--- src/rtl/mcu_boot_loader_pkg.sv ---
// Shared definitions for the MCU boot loader.
//   - boot_state_e : loader FSM states
//   - IMEM_ADDR_WIDTH / WORD_BYTES : instruction memory geometry
package mcu_boot_loader_pkg;

  localparam int IMEM_ADDR_WIDTH = 8;
  localparam int WORD_BYTES      = 4;

  typedef enum logic [2:0] {
    ST_LEN_LO = 3'd0,  // waiting for word count, low byte
    ST_LEN_HI = 3'd1,  // waiting for word count, high byte, then range check
    ST_DATA   = 3'd2,  // streaming image words into imem
    ST_DONE   = 3'd3,  // image written, core released
    ST_ERROR  = 3'd4   // image larger than imem, core held in reset
  } boot_state_e;

endpackage

--- src/rtl/mcu_boot_loader_if.sv ---
// Boot loader bus bundle: upstream byte stream (valid/ready) plus the
// instruction-memory write port.
//   master : the loader side (accepts bytes, drives imem writes)
//   slave  : the environment side (sources bytes, receives imem writes)
interface mcu_boot_loader_if #(
  parameter int ADDR_WIDTH = 8,
  parameter int DATA_WIDTH = 32
);
  logic                  s_valid;
  logic [7:0]            s_data;
  logic                  s_ready;
  logic                  imem_we;
  logic [ADDR_WIDTH-1:0] imem_addr;
  logic [DATA_WIDTH-1:0] imem_wdata;

  modport master (
    input  s_valid, s_data,
    output s_ready, imem_we, imem_addr, imem_wdata
  );

  modport slave (
    output s_valid, s_data,
    input  s_ready, imem_we, imem_addr, imem_wdata
  );
endinterface

--- src/rtl/mcu_boot_loader_byte_to_word_packer.sv ---
// Assembles little-endian 32-bit words from a byte stream.
//   clk, rst     : clock, asynchronous active-low reset
//   byte_data    : incoming byte
//   accept       : byte_data is consumed this cycle
//   word         : completed word (valid only while word_valid is high)
//   word_valid   : combinational pulse on the accept of the 4th byte
module byte_to_word_packer
  import mcu_boot_loader_pkg::*;
(
  input  logic        clk,
  input  logic        rst,
  input  logic [7:0]  byte_data,
  input  logic        accept,
  output logic [31:0] word,
  output logic        word_valid
);

  logic [1:0]  idx_q;
  // Only the first three bytes need storage; the fourth is taken straight
  // from the input so the word is complete on the same edge it is accepted.
  logic [23:0] asm_q;

  // NOTE: sequential state uses non-blocking assignments so every register
  // samples pre-edge values regardless of process evaluation order.
  always_ff @(posedge clk or negedge rst) begin
    if (!rst) begin
      idx_q <= '0;
      asm_q <= '0;
    end else if (accept) begin
      idx_q <= idx_q + 2'd1;  // wraps 3 -> 0
      case (idx_q)
        2'd0:    asm_q[7:0]   <= byte_data;
        2'd1:    asm_q[15:8]  <= byte_data;
        2'd2:    asm_q[23:16] <= byte_data;
        default: ;
      endcase
    end
  end

  assign word_valid = accept && (idx_q == 2'(WORD_BYTES - 1));
  assign word       = {byte_data, asm_q};

endmodule

--- src/rtl/mcu_boot_loader.sv ---
// Streams a program image into instruction memory and holds the core in
// reset until the image is complete.
// Image: 16-bit word count N (LSB first), then N 32-bit words, LSB first.
//   clk, rst   : clock, asynchronous active-low reset
//   reload     : restart loading; honoured only in DONE/ERROR
//   core_rst   : active-high reset for the MCU core
//   boot_done  : image fully written, core running
//   boot_err   : N exceeds imem capacity, core held in reset
//   bus        : byte stream in (s_valid/s_data/s_ready), imem write out
module mcu_boot_loader
  import mcu_boot_loader_pkg::*;
#(
  parameter int ADDR_WIDTH = IMEM_ADDR_WIDTH,
  parameter int DATA_WIDTH = 32
) (
  input  logic              clk,
  input  logic              rst,
  input  logic              reload,
  output logic              core_rst,
  output logic              boot_done,
  output logic              boot_err,
  mcu_boot_loader_if.master bus
);

  // Capacity in words, one bit wider than N so 2**16 is representable.
  localparam logic [16:0] CAPACITY = 17'd1 << ADDR_WIDTH;

  boot_state_e state_q, state_d;
  logic [15:0] n_q, n_d;          // word count from the header
  logic [15:0] cnt_q, cnt_d;      // words handed to imem so far
  logic        hdr_q, hdr_d;      // header complete, range check pending
  logic        s_ready_q, s_ready_d;
  logic        imem_we_q;
  logic [ADDR_WIDTH-1:0] imem_addr_q;
  logic [DATA_WIDTH-1:0] imem_wdata_q;
  logic        core_rst_q, boot_done_q, boot_err_q;

  logic        accept;
  logic [31:0] word;
  logic        word_valid;

  assign accept = bus.s_valid && s_ready_q;

  byte_to_word_packer u_packer (
    .clk        (clk),
    .rst        (rst),
    .byte_data  (bus.s_data),
    .accept     (accept && (state_q == ST_DATA)),
    .word       (word),
    .word_valid (word_valid)
  );

  // NOTE: every variable written here gets a default first, so no path
  // through the case can leave it unassigned and infer a latch.
  always_comb begin
    state_d = state_q;
    n_d     = n_q;
    cnt_d   = cnt_q;
    hdr_d   = hdr_q;

    unique case (state_q)
      ST_LEN_LO: begin
        if (accept) begin
          n_d[7:0] = bus.s_data;
          state_d  = ST_LEN_HI;
        end
      end
      ST_LEN_HI: begin
        // The range check runs one cycle after the high byte lands, on the
        // registered count, with s_ready already low.
        if (hdr_q) begin
          hdr_d = 1'b0;
          if (n_q == 16'd0)                state_d = ST_DONE;
          else if ({1'b0, n_q} > CAPACITY) state_d = ST_ERROR;
          else                             state_d = ST_DATA;
        end else if (accept) begin
          n_d[15:8] = bus.s_data;
          hdr_d     = 1'b1;
        end
      end
      ST_DATA: begin
        if (word_valid) cnt_d = cnt_q + 16'd1;
        // All words counted means the last strobe is on the bus right now.
        if (cnt_q == n_q) state_d = ST_DONE;
      end
      ST_DONE, ST_ERROR: begin
        if (reload) begin
          state_d = ST_LEN_LO;
          n_d     = '0;
          cnt_d   = '0;
          hdr_d   = 1'b0;
        end
      end
      default: state_d = ST_LEN_LO;
    endcase

    // Ready is a register, so it is derived from where the FSM goes next.
    // It drops as soon as the final word's 4th byte is taken so no spare
    // byte (and no spare write) can follow.
    s_ready_d = (state_d == ST_LEN_LO) ||
                ((state_d == ST_LEN_HI) && !hdr_d) ||
                ((state_d == ST_DATA) && (cnt_d != n_q));
  end

  always_ff @(posedge clk or negedge rst) begin
    if (!rst) begin
      state_q      <= ST_LEN_LO;
      n_q          <= '0;
      cnt_q        <= '0;
      hdr_q        <= 1'b0;
      s_ready_q    <= 1'b0;
      imem_we_q    <= 1'b0;
      imem_addr_q  <= '0;
      imem_wdata_q <= '0;
      core_rst_q   <= 1'b1;
      boot_done_q  <= 1'b0;
      boot_err_q   <= 1'b0;
    end else begin
      state_q     <= state_d;
      n_q         <= n_d;
      cnt_q       <= cnt_d;
      hdr_q       <= hdr_d;
      s_ready_q   <= s_ready_d;
      imem_we_q   <= word_valid;
      if (word_valid) begin
        imem_addr_q  <= cnt_q[ADDR_WIDTH-1:0];
        imem_wdata_q <= DATA_WIDTH'(word);
      end
      core_rst_q  <= (state_d != ST_DONE);
      boot_done_q <= (state_d == ST_DONE);
      boot_err_q  <= (state_d == ST_ERROR);
    end
  end

  assign bus.s_ready    = s_ready_q;
  assign bus.imem_we    = imem_we_q;
  assign bus.imem_addr  = imem_addr_q;
  assign bus.imem_wdata = imem_wdata_q;
  assign core_rst       = core_rst_q;
  assign boot_done      = boot_done_q;
  assign boot_err       = boot_err_q;

endmodule

--- src/flat_wrapper.sv ---
// flat-port wrapper written by rule: the top's interface ports become plain ports
module mcu_boot_loader_flat import mcu_boot_loader_pkg::*;
#(
  parameter int ADDR_WIDTH = IMEM_ADDR_WIDTH,
  parameter int DATA_WIDTH = 32
)
  (clk, rst, reload, core_rst, boot_done, boot_err, bus_s_valid, bus_s_data, bus_s_ready, bus_imem_we, bus_imem_addr, bus_imem_wdata);
  mcu_boot_loader_if #(.ADDR_WIDTH(ADDR_WIDTH), .DATA_WIDTH(DATA_WIDTH)) bus_i ();
  input  logic clk;
  input  logic rst;
  input  logic reload;
  output logic core_rst;
  output logic boot_done;
  output logic boot_err;
  input wire logic [$bits(bus_i.s_valid)-1:0] bus_s_valid;
  input wire logic [$bits(bus_i.s_data)-1:0] bus_s_data;
  output wire logic [$bits(bus_i.s_ready)-1:0] bus_s_ready;
  output wire logic [$bits(bus_i.imem_we)-1:0] bus_imem_we;
  output wire logic [$bits(bus_i.imem_addr)-1:0] bus_imem_addr;
  output wire logic [$bits(bus_i.imem_wdata)-1:0] bus_imem_wdata;
  assign bus_i.s_valid = bus_s_valid;
  assign bus_i.s_data = bus_s_data;
  assign bus_s_ready = bus_i.s_ready;
  assign bus_imem_we = bus_i.imem_we;
  assign bus_imem_addr = bus_i.imem_addr;
  assign bus_imem_wdata = bus_i.imem_wdata;
  mcu_boot_loader #(.ADDR_WIDTH(ADDR_WIDTH), .DATA_WIDTH(DATA_WIDTH)) u_core (.clk(clk), .rst(rst), .reload(reload), .core_rst(core_rst), .boot_done(boot_done), .boot_err(boot_err), .bus(bus_i));
endmodule
--- config.mk ---
export PLATFORM = sky130hd
export DESIGN_NAME = mcu_boot_loader_flat
export DESIGN_NICKNAME = d
export VERILOG_FILES = /design/src/rtl/mcu_boot_loader_pkg.sv /design/src/rtl/mcu_boot_loader_if.sv /design/src/rtl/mcu_boot_loader_byte_to_word_packer.sv /design/src/rtl/mcu_boot_loader.sv /design/src/flat_wrapper.sv
export SDC_FILE = /design/constraint.sdc
export NUM_CORES = 1
export LEC_CHECK = 0
export ABC_AREA = 1
export ABC_CLOCK_PERIOD_IN_PS = 3220
export BUFFER_PORTS_ARGS = -buffer_cell sky130_fd_sc_hd__buf_2
export CAP_MARGIN = 20
export CORE_MARGIN = 2
export CORE_UTILIZATION = 30
export DETAILED_ROUTE_END_ITERATION = 12
export PLACE_DENSITY_LB_ADDON = 0.25
export SYNTH_ARGS = -nofsm -noshare
export SYNTH_HDL_FRONTEND = slang
export SYNTH_HIERARCHICAL = 1
export SYNTH_SLANG_ARGS = --single-unit
--- constraint.sdc ---
create_clock -name clk -period 3.22 [get_ports clk]
set_clock_uncertainty 0.1 [all_clocks]
set_input_delay 0.322 -clock clk [delete_from_list [all_inputs] [get_ports clk]]
set_output_delay 0.322 -clock clk [all_outputs]
set_load 0.02 [all_outputs]
# [Word-level counts from Yosys, hierarchy flattened]
# Cells that the tools add are included.
[word_totals] reg_bits=107 out_inout_bits=45 elab_cells=76
[classes] addsub=2 n_lt_le_gt_ge=1 eq_ne=18 muxes=19 n_reduce_logical=20
[op_table] op="16-bit two-way mux" n=3
[op_table] op="16-bit one-hot mux with 2 select lines" n=1
[op_table] op="8-bit one-hot mux with 2 select lines" n=2
[op_table] op="3-bit two-way mux" n=6
[op_table] op="16-bit by 1-bit adder with 16-bit output (second input constant)" n=1
[op_table] op="16-bit equality test" n=1
[op_table] op="16-bit by 9-bit greater-than comparator with 1-bit output (second input constant)" n=1
[op_table] op="16-bit zero test" n=1
[op_table] op="8-bit two-way mux" n=2
[op_table] op="16-bit inequality test" n=1
[op_table] op="3-bit by 2-bit equality test with 1-bit output (second input constant)" n=4
[op_table] op="3-bit one-hot mux with 4 select lines" n=1
[op_table] op="3-bit by 1-bit equality test with 1-bit output (second input constant)" n=2
[op_table] op="3-bit equality test (second input constant)" n=2
[op_table] op="3-bit zero test" n=2
[op_table] op="2-bit AND reduction" n=3
[op_table] op="1-bit logical AND" n=5
[op_table] op="2-bit equality test (second input constant)" n=2
[op_table] op="2-bit by 1-bit inequality test with 1-bit output (second input constant)" n=2
[op_table] op="2-bit inequality test (second input constant)" n=2
[op_table] op="4-bit AND reduction" n=1
[op_table] op="2-bit nonzero test" n=2
[op_table] op="1-bit two-way mux" n=3
[op_table] op="3-bit by 2-bit inequality test with 1-bit output (second input constant)" n=1
[op_table] op="other kinds (8)" n=9

# [Depth between registers and ports, before layout]
# Gate-level depths: netlist (run 1).
[logic_depth] depth_word=9 ltp_mapped=21 mapped_depth_nobuf=19

# [Cells and area by module]
# Netlist (run 1), hierarchy kept.
[by_module_without_submodules] mod="mcu_boot_loader" instances=1 cells_each=553 area_per_inst_um2=4199.0
[by_module_without_submodules] mod="byte_to_word_packer" instances=1 cells_each=129 area_per_inst_um2=1156.1

# [Worst setup path after synthesis (run 1)]
# Ideal clock, no wire load.
[synth_timing] kind="register -> register" from="reg u_core.state_q[2]" to="reg u_core.s_ready_q, in the netlist u_core/bus.s_ready" setup_ps=117 arrival_time_ps=2460 required_ps=3003 path_slack_ps=543 path_stages_with_launch=22 n_path_buf=3 synth_period_minus_slack_ps=2677 path_cell_list="dfrtp_1 > inv_1 > nand3_2 > buf_4 > nor2_1 > buf_2 > nand2_1 > inv_1 > buf_4 > nand2_1 > nor2_2 > nand2_1 > nand2_1 > nand3_1 > nand2_1 > nand2_1 > nand2_1 > nand3_1 > nor2_1 > nand3_1 > nand2_1 > nand2_1"
[synth_via] elab_chain_len=8
[synth_lines] item="from (decl)" line="mcu_boot_loader.sv:28" rtl="boot_state_e state_q, state_d;"
[synth_lines] item="from (signal assigned)" line="mcu_boot_loader.sv:119" rtl="state_q <= state_d;"
[synth_lines] item="3-bit by 2-bit equality test with 1-bit output" line="mcu_boot_loader.sv:48" rtl=".accept (accept && (state_q == ST_DATA)),"
[synth_lines] item="1-bit logical AND" line="mcu_boot_loader.sv:48"
[synth_lines] item="1-bit logical AND" line="mcu_boot_loader_byte_to_word_packer.sv:40" rtl="assign word_valid = accept && (idx_q == 2'(WORD_BYTES - 1));"
[synth_lines] item="via u_core.word_valid" line="mcu_boot_loader.sv:40" rtl="logic word_valid;"
[synth_lines] item="16-bit two-way mux" line="mcu_boot_loader.sv:82" rtl="if (word_valid) cnt_d = cnt_q + 16'd1;"
[synth_lines] item="16-bit one-hot mux with 2 select lines" line="mcu_boot_loader.sv:61" rtl="unique case (state_q)"
[synth_lines] item="via u_core.cnt_d[14]" line="mcu_boot_loader.sv:30" rtl="logic [15:0] cnt_q, cnt_d;"
[synth_lines] item="16-bit inequality test" line="mcu_boot_loader.sv:102" rtl="((state_d == ST_DATA) && (cnt_d != n_q));"
[synth_lines] item="1-bit logical AND" line="mcu_boot_loader.sv:102"
[synth_lines] item="1-bit logical OR" line="mcu_boot_loader.sv:101" rtl="((state_d == ST_LEN_HI) && !hdr_d) ||"
[synth_lines] item="via u_core.s_ready_d" line="mcu_boot_loader.sv:32" rtl="logic s_ready_q, s_ready_d;"
[synth_lines] item="to (signal assigned)" line="mcu_boot_loader.sv:123" rtl="s_ready_q <= s_ready_d;"
[synth_lines] item="to (decl)" line="mcu_boot_loader.sv:32"
# The timed path passes the listed nets, and every way through them passes these cells.
# A chain may end at the register's enable or synchronous reset.

# [Final worst setup path (run 1)]
# Ends and elaborated chain as after synthesis.

==> flow_summary.toml, run 1 <==
[worst_setup_path]
r2r_end = "u_core/bus.s_ready$_DFF_PN0_"
rrSetupSlack_ns = 0.48
r2r_start = "u_core/state_q[2]$_DFF_PN0_"
max_stage_delay_ns = 0.41
r2r_cells = 16
cp.arrival_ns = 2.89
path_max_fanout = 30
crit_type = "flop to flop"
path_cells = "inv_1, nand3_2, nor2_2, nand2_1, inv_1, inv_1, buf_4, nand2_1, nand3_1, nand2_4, xor2_2, nand3_1, nor2_1, nand3_1, nand2_1, nand2_1"
crit_path_top_delay_cell = "dfrtp_1"
cp_common_cell = "nand2_1"
start_kind = "flop"
worstPathRequired_ns = 3.37
end_kind = "flop"

[power]
power_leakage_nw = 3.29
vdd_ir_drop_max_v = 0.000309
powerDensity_nw_per_um2 = 742
p_total_mw = 4.51

[global_route]
grt_pass1_wl_mm = 23.6
grt-ovfl-total = 0
grt_pass1_vias = 4371
grt_max_degree = 53
antenna_found_initial = 0
track_usage_pct = 16.4

[detailed_routing]
wire_per_inst_um = 15.2
wl_mm = 14.5
drt-initial-drc-count = 422
drc = 0
via_count = 4571
vias_per_cell = 4.79
postRouteAntennaNets = 0
firstDrtPassIters = 5

[hold_path]
hp-class = "primary input to flop"
min_from = "bus_s_data[7]"
min_to = "u_core/bus.imem_wdata[31]$_DFFE_PN0P_"
hold_depth = 3

[timing]
fmax_ghz = 0.365
maxSlewViolCount = 0
min_period_ns = 2.74
rsz0062_at_grt = "no"
setup-tns-final_ns = 0
slew_headroom_pct = 52.4
worstMarginPinSlew_ns = 0.713
hold_viol = 0
final-setup-viol-count = 0
period_share_pct = 85.1

[finish]
layout.nets = 742
final_cells = 954
nFillCells = 1839
area_growth_pct = 13.6
drive_gt1_share_pct = 15.2
diodes = 0
postLayoutCoreUtil_pct = 35.0

[place]
dp_cells = 938
numPortBuffers = 56
dp_hpwl_mm = 10.2
gp_congestion = 0.878

[job]
maxCapViolCount = 0

[synthesis]
syn-instance-count = 682
ys_warn_count = 6
async_flop_share_pct = 100
syn-cell-area_sq_um = 5360
synthFlopType = "dfrtp_1"
synth_cell_types = 38
syn_area_per_cell_sq_um = 7.85
synth_edf_count = 0
ys_ff_latch = 107
synth_fp_nets = 699
seq_area_frac_synth_pct = 50.0

[cts]
htree_levels = 3
cts.sinks = 107
clk_pin_slew_ns = 0.08
tritoncts = "yes"
cts_buffers = 9
clkLatencyLatePin_ns = 0.36
clockRootBuffer = "clkbuf_16"
cts_setup_buffers = 0
clockBufferDepth = 2

[floorplan]
initial_core_util_pct = 30.9
std_cell_rows = 48
die_area_sq_um = 18900
ios = 57
fp.dieH_um = 138
die_x_um = 138
core_area_sq_um = 17400

[run_status]
run_status = "finished, final reports clean"
[worst max path at each step]
stage | start | endpoint | slack (ns) | cells after the start
finish | u_core/state_q[2]$_DFF_PN0_ | u_core/bus.s_ready$_DFF_PN0_ | 0.48 | 16
global route | u_core/state_q[2]$_DFF_PN0_ | u_core/bus.s_ready$_DFF_PN0_ | 0.16 | 17
CTS | u_core/state_q[2]$_DFF_PN0_ | u_core/bus.s_ready$_DFF_PN0_ | 0.45 | 16
detailed placement | u_core/state_q[2]$_DFF_PN0_ | u_core/bus.s_ready$_DFF_PN0_ | 0.49 | 16
global placement | u_core/state_q[2]$_DFF_PN0_ | u_core/bus.s_ready$_DFF_PN0_ | 0.56 | 16
floorplan | u_core/state_q[2]$_DFF_PN0_ | u_core/bus.s_ready$_DFF_PN0_ | 0.54 | 21
[state kept, by name, summed over array words and instances, names as in the netlist]
name / cells
u_core/boot_done: 1
u_core/boot_err: 1
u_core/bus.imem_addr: 8
u_core/bus.imem_wdata: 32
u_core/bus.imem_we: 1
u_core/bus.s_ready: 1
u_core/cnt_q: 16
u_core/core_rst: 1
u_core/hdr_q: 1
u_core/n_q: 16
u_core/state_q: 3
u_core/u_packer/asm_q: 24
u_core/u_packer/idx_q: 2
[per-layer routing]
layer / GRT usage (%) / part of all wire (%)
met1: 22.6 / 48
met5: 0 / 0
met4: 5.10 / 2.1
met2: 25.3 / 46
met3: 4.19 / 4.8
[power by group]
part	internal (mW)	switching (mW)
combinational	0.484	0.965
clock	0.553	0.531
sequential	1.68	0.306
total	2.71	1.80
[final cells by class]
cell class                 count  area [sq um]  area share [%]
clock buffer                  10           239            3.93
clock inverter                 5          43.8           0.720
inverter                      54           203            3.33
multi-input combinational    489          2280            37.4
sequential                   107          2680            44.1
tap                          225           282            4.63
timing repair buffer          64           358            5.88
[synthesized netlist by cell type (all sizes together), types with 5 or more instances]
cell	n	area (sq um)
nand2	299	1190
dfrtp	106	2650
nand3	76	405
inv	54	203
nor2	35	151
o21ai	29	149
buf	24	166
nand4	9	56.3
clkbuf	8	32.5
o22ai	7	43.8
a21oi	5	25.0
ha	5	62.6
nor3	5	25.0
[cells in the final DEF (no fill, tap or decap), types with 8 or more instances in the layout]
master / instances
nand2_1: 286
dfrtp_1: 106
nand3_1: 71
buf_2: 55
inv_1: 51
nor2_1: 28
o21ai_0: 28
clkbuf_16: 9
nand4_1: 9
nand2_4: 8
[cell families after synthesis]
group / count (synthesis) / share of synthesized area, %
DFF: 107 / 50.0
adders and majority gates: 5 / 1.17
and+or+nand+nor: 428 / 34.7
buffers and inverters: 86 / 7.50
AOI/OAI and AO/OA: 50 / 5.47
xor gates and xnor gates: 6 / 1.12
[worst max-delay path: cells and delay by family, from the launching register on]
kind                   cells  cell delay (ns)
XOR/XNOR                   1             0.13
buffers and inverters      4             0.80
flip-flops                 1             0.41
AND/OR/NAND/NOR           11             1.18
[stage by stage]
| step | hold WS [ns] | setup WS [ns] | instance area (sq um) |
|---|---|---|---|
| after floorplan | -0.0736 | 0.543 | 5360 |
| after global placement | 0.325 | 0.561 | 5790 |
| after detailed placement | 0.329 | 0.488 | 5790 |
| after CTS | 0.150 | 0.450 | 6080 |
| after global routing | 0.169 | 0.160 | 6080 |
| final | 0.165 | 0.481 | 6080 |
[repair_timing]
action / in CTS / in global routing
gates resized for setup: 0 / 0
hold buffers: 1 / 0
hold endpoints to repair: 49 / 0
(Power assumes the default switching activity.)
==> run 2, diff against run 1 <==
--- a/config.mk
+++ b/config.mk
@@ -11,7 +11,10 @@
 export CAP_MARGIN = 20
 export CORE_MARGIN = 2
 export CORE_UTILIZATION = 30
+export CTS_BUF_LIST = sky130_fd_sc_hd__clkbuf_8
 export DETAILED_ROUTE_END_ITERATION = 12
+export GPL_TIMING_DRIVEN = 0
+export HOLD_SLACK_MARGIN = 0.06
 export PLACE_DENSITY_LB_ADDON = 0.25
 export SYNTH_ARGS = -nofsm -noshare
 export SYNTH_HDL_FRONTEND = slang
==> run 2 against run 1 <==
Clock power decreased by 21%. Non-clock buffer count grew 28. Die area unchanged. Register-to-register slack worse by 0.24 ns. Cell area is 2.2% higher. Via count is 0.55% higher. Maximum frequency fell by 7.9%. Worst setup slack lost 0.24 ns. First-iteration DRC count down 11%. Flip-flop and latch count did not move. Sequential share of layout area down 0.97 points. Critical path type unchanged. Largest power group unchanged.
==> flow_summary.toml, run 2 (synthesis gave the netlist of run 1 again) <==
[floorplan]
ios = 57
die_x_um = 138
std_cell_rows = 48
initial_core_util_pct = 30.9
die_area_sq_um = 18900
fp.dieH_um = 138
core_area_sq_um = 17400

[place]
dpl_cell_area_sq_um = 5950
numPortBuffers = 56
gp_congestion = 0.872
dp_hpwl_mm = 10.7

[detailed_routing]
drt-initial-drc-count = 377
firstDrtPassIters = 5
wl_mm = 14.7
wire_per_inst_um = 14.9
vias_per_cell = 4.68
drc = 0
via_count = 4596
postRouteAntennaNets = 0

[run_status]
run_status = "finished, final reports clean"

[timing]
rsz0062_at_grt = "no"
maxSlewViolCount = 0
worstMarginPinSlew_ns = 0.582
slew_headroom_pct = 61.2
final-setup-viol-count = 0
fmax_ghz = 0.336
min_period_ns = 2.97
hold_viol = 0
period_share_pct = 92.4

[cts]
clockRootBuffer = "clkbuf_8"
htree_levels = 3
clkLatencyLatePin_ns = 0.39
cts_buffers = 9
clk_pin_slew_ns = 0.12
cts.sinks = 107
tritoncts = "yes"
clockBufferDepth = 2

[worst_setup_path]
crit_type = "flop to flop"
start_kind = "flop"
worstPathRequired_ns = 3.42
path_max_fanout = 10
cp.arrival_ns = 3.17
end_kind = "flop"

[hold_path]
hp-class = "primary input to flop"

[finish]
area_growth_pct = 16.1
diodes = 0
drive_gt1_share_pct = 17.9
layout.nets = 770
postLayoutCoreUtil_pct = 35.8
mostFrequentLayoutCell = "nand2_1"
post-route-cell-area_sq_um = 6220
largest_reg_flops = 32
most-common-layout-cells = "nand2_1, dfrtp_1, nand3_1"

[job]
maxCapViolCount = 0

[global_route]
track_usage_pct = 16.8
grt_pass1_vias = 4626
grt_max_degree = 88
grt_pass1_wl_mm = 24.1
antenna_found_initial = 0
grt-ovfl-total = 0

[power]
vdd_ir_drop_max_v = 0.000282
power_leakage_nw = 3.37
powerDensity_nw_per_um2 = 697
-- run 2: cell count changes in the layout (fill, tap and decap cells not counted), moves of 3 or more --
cell	delta
buf_2	+5
buf_6	+4
clkbuf_1	+5
inv_1	-3
clkbuf_16	-9
buf_4	+7
clkbuf_8	+8
clkbuf_2	+3
buf_1	+3
-- run 2: where the power goes --
group / internal [mW] / switching [mW]
combinational: 0.538 / 0.973
clock: 0.308 / 0.542
sequential: 1.67 / 0.302
total: 2.52 / 1.82
-- run 2: metal layers --
layer	GRT usage, %	wire, um	vias up
li1	-	-	2304
met1	22.8	7010	2166
met2	27.0	6770	111
met3	3.83	651	15
met4	4.35	221	0
met5	0	0	-
-- run 2: path summary, 6_finish.rpt --
kind	from	end	slack (ns)	depth (start not counted)
max	u_core/state_q[2]$_DFF_PN0_	u_core/bus.s_ready$_DFF_PN0_	0.25	20
min	bus_s_data[7]	u_core/u_packer/asm_q[15]$_DFFE_PN0P_	0.13	3
max reg2reg	u_core/state_q[2]$_DFF_PN0_	u_core/bus.s_ready$_DFF_PN0_	0.25	20
min reg2reg	u_core/bus.imem_wdata[17]$_DFFE_PN0P_	u_core/bus.imem_wdata[17]$_DFFE_PN0P_	0.38	2
max in group asynchronous	rst	u_core/u_packer/asm_q[2]$_DFFE_PN0P_	2.07	3
min in group asynchronous	rst	u_core/bus.imem_addr[5]$_DFFE_PN0P_	0.23	2
-- run 2: metrics by stage --
step	hold slack [ns]	total power, mW	TNS, ns	worst slack [ns]	cells
global placement	0.351	3.48	-0.610	-0.609	963
CTS	0.105	4.38	0	0.0338	983
detailed placement	0.0959	3.50	-0.597	-0.595	964
floorplan	-0.0736	3.01	0	0.543	682
finish	0.133	4.34	0	0.246	983
global route	0.122	4.69	0	0.00207	983
-- run 2: what timing repair did --
action / CTS / global route
gates resized for setup: 8 / 7
hold endpoints to repair: 62 / 0
hold buffers: 1 / 0
pin swaps: 2 / 1
buffers inserted: 2 / 0
setup endpoints to repair: 3 / 1
-- run 2: critical path: stages, from the launching register on --
cell and delay (ns):
dfrtp_1 0.44, inv_2 0.12, nand3_4 0.13, buf_6 0.19, nor2_4 0.15, buf_6 0.15, nand2_1 0.09, inv_4 0.10
buf_6 0.15, nand2_2 0.10, nor2_4 0.18, buf_4 0.14, nand4_1 0.10, nand3_1 0.13, nand2_1 0.07, nand2_1 0.06
nand4_1 0.10, nor2_1 0.11, nand3_1 0.12, nand2_1 0.08, nand2_1 0.05
-- run 2: layout make-up --
| class | instances | area [sq um] |
|---|---|---|
| tap | 225 | 282 |
| fill | 1865 | 11100 |
| clock inverter | 7 | 77.6 |
| inverter | 54 | 205 |
| multi-input combinational | 489 | 2300 |
| buffer | 32 | 214 |
| clock buffer | 9 | 124 |
| sequential | 107 | 2680 |
| timing repair buffer | 60 | 339 |
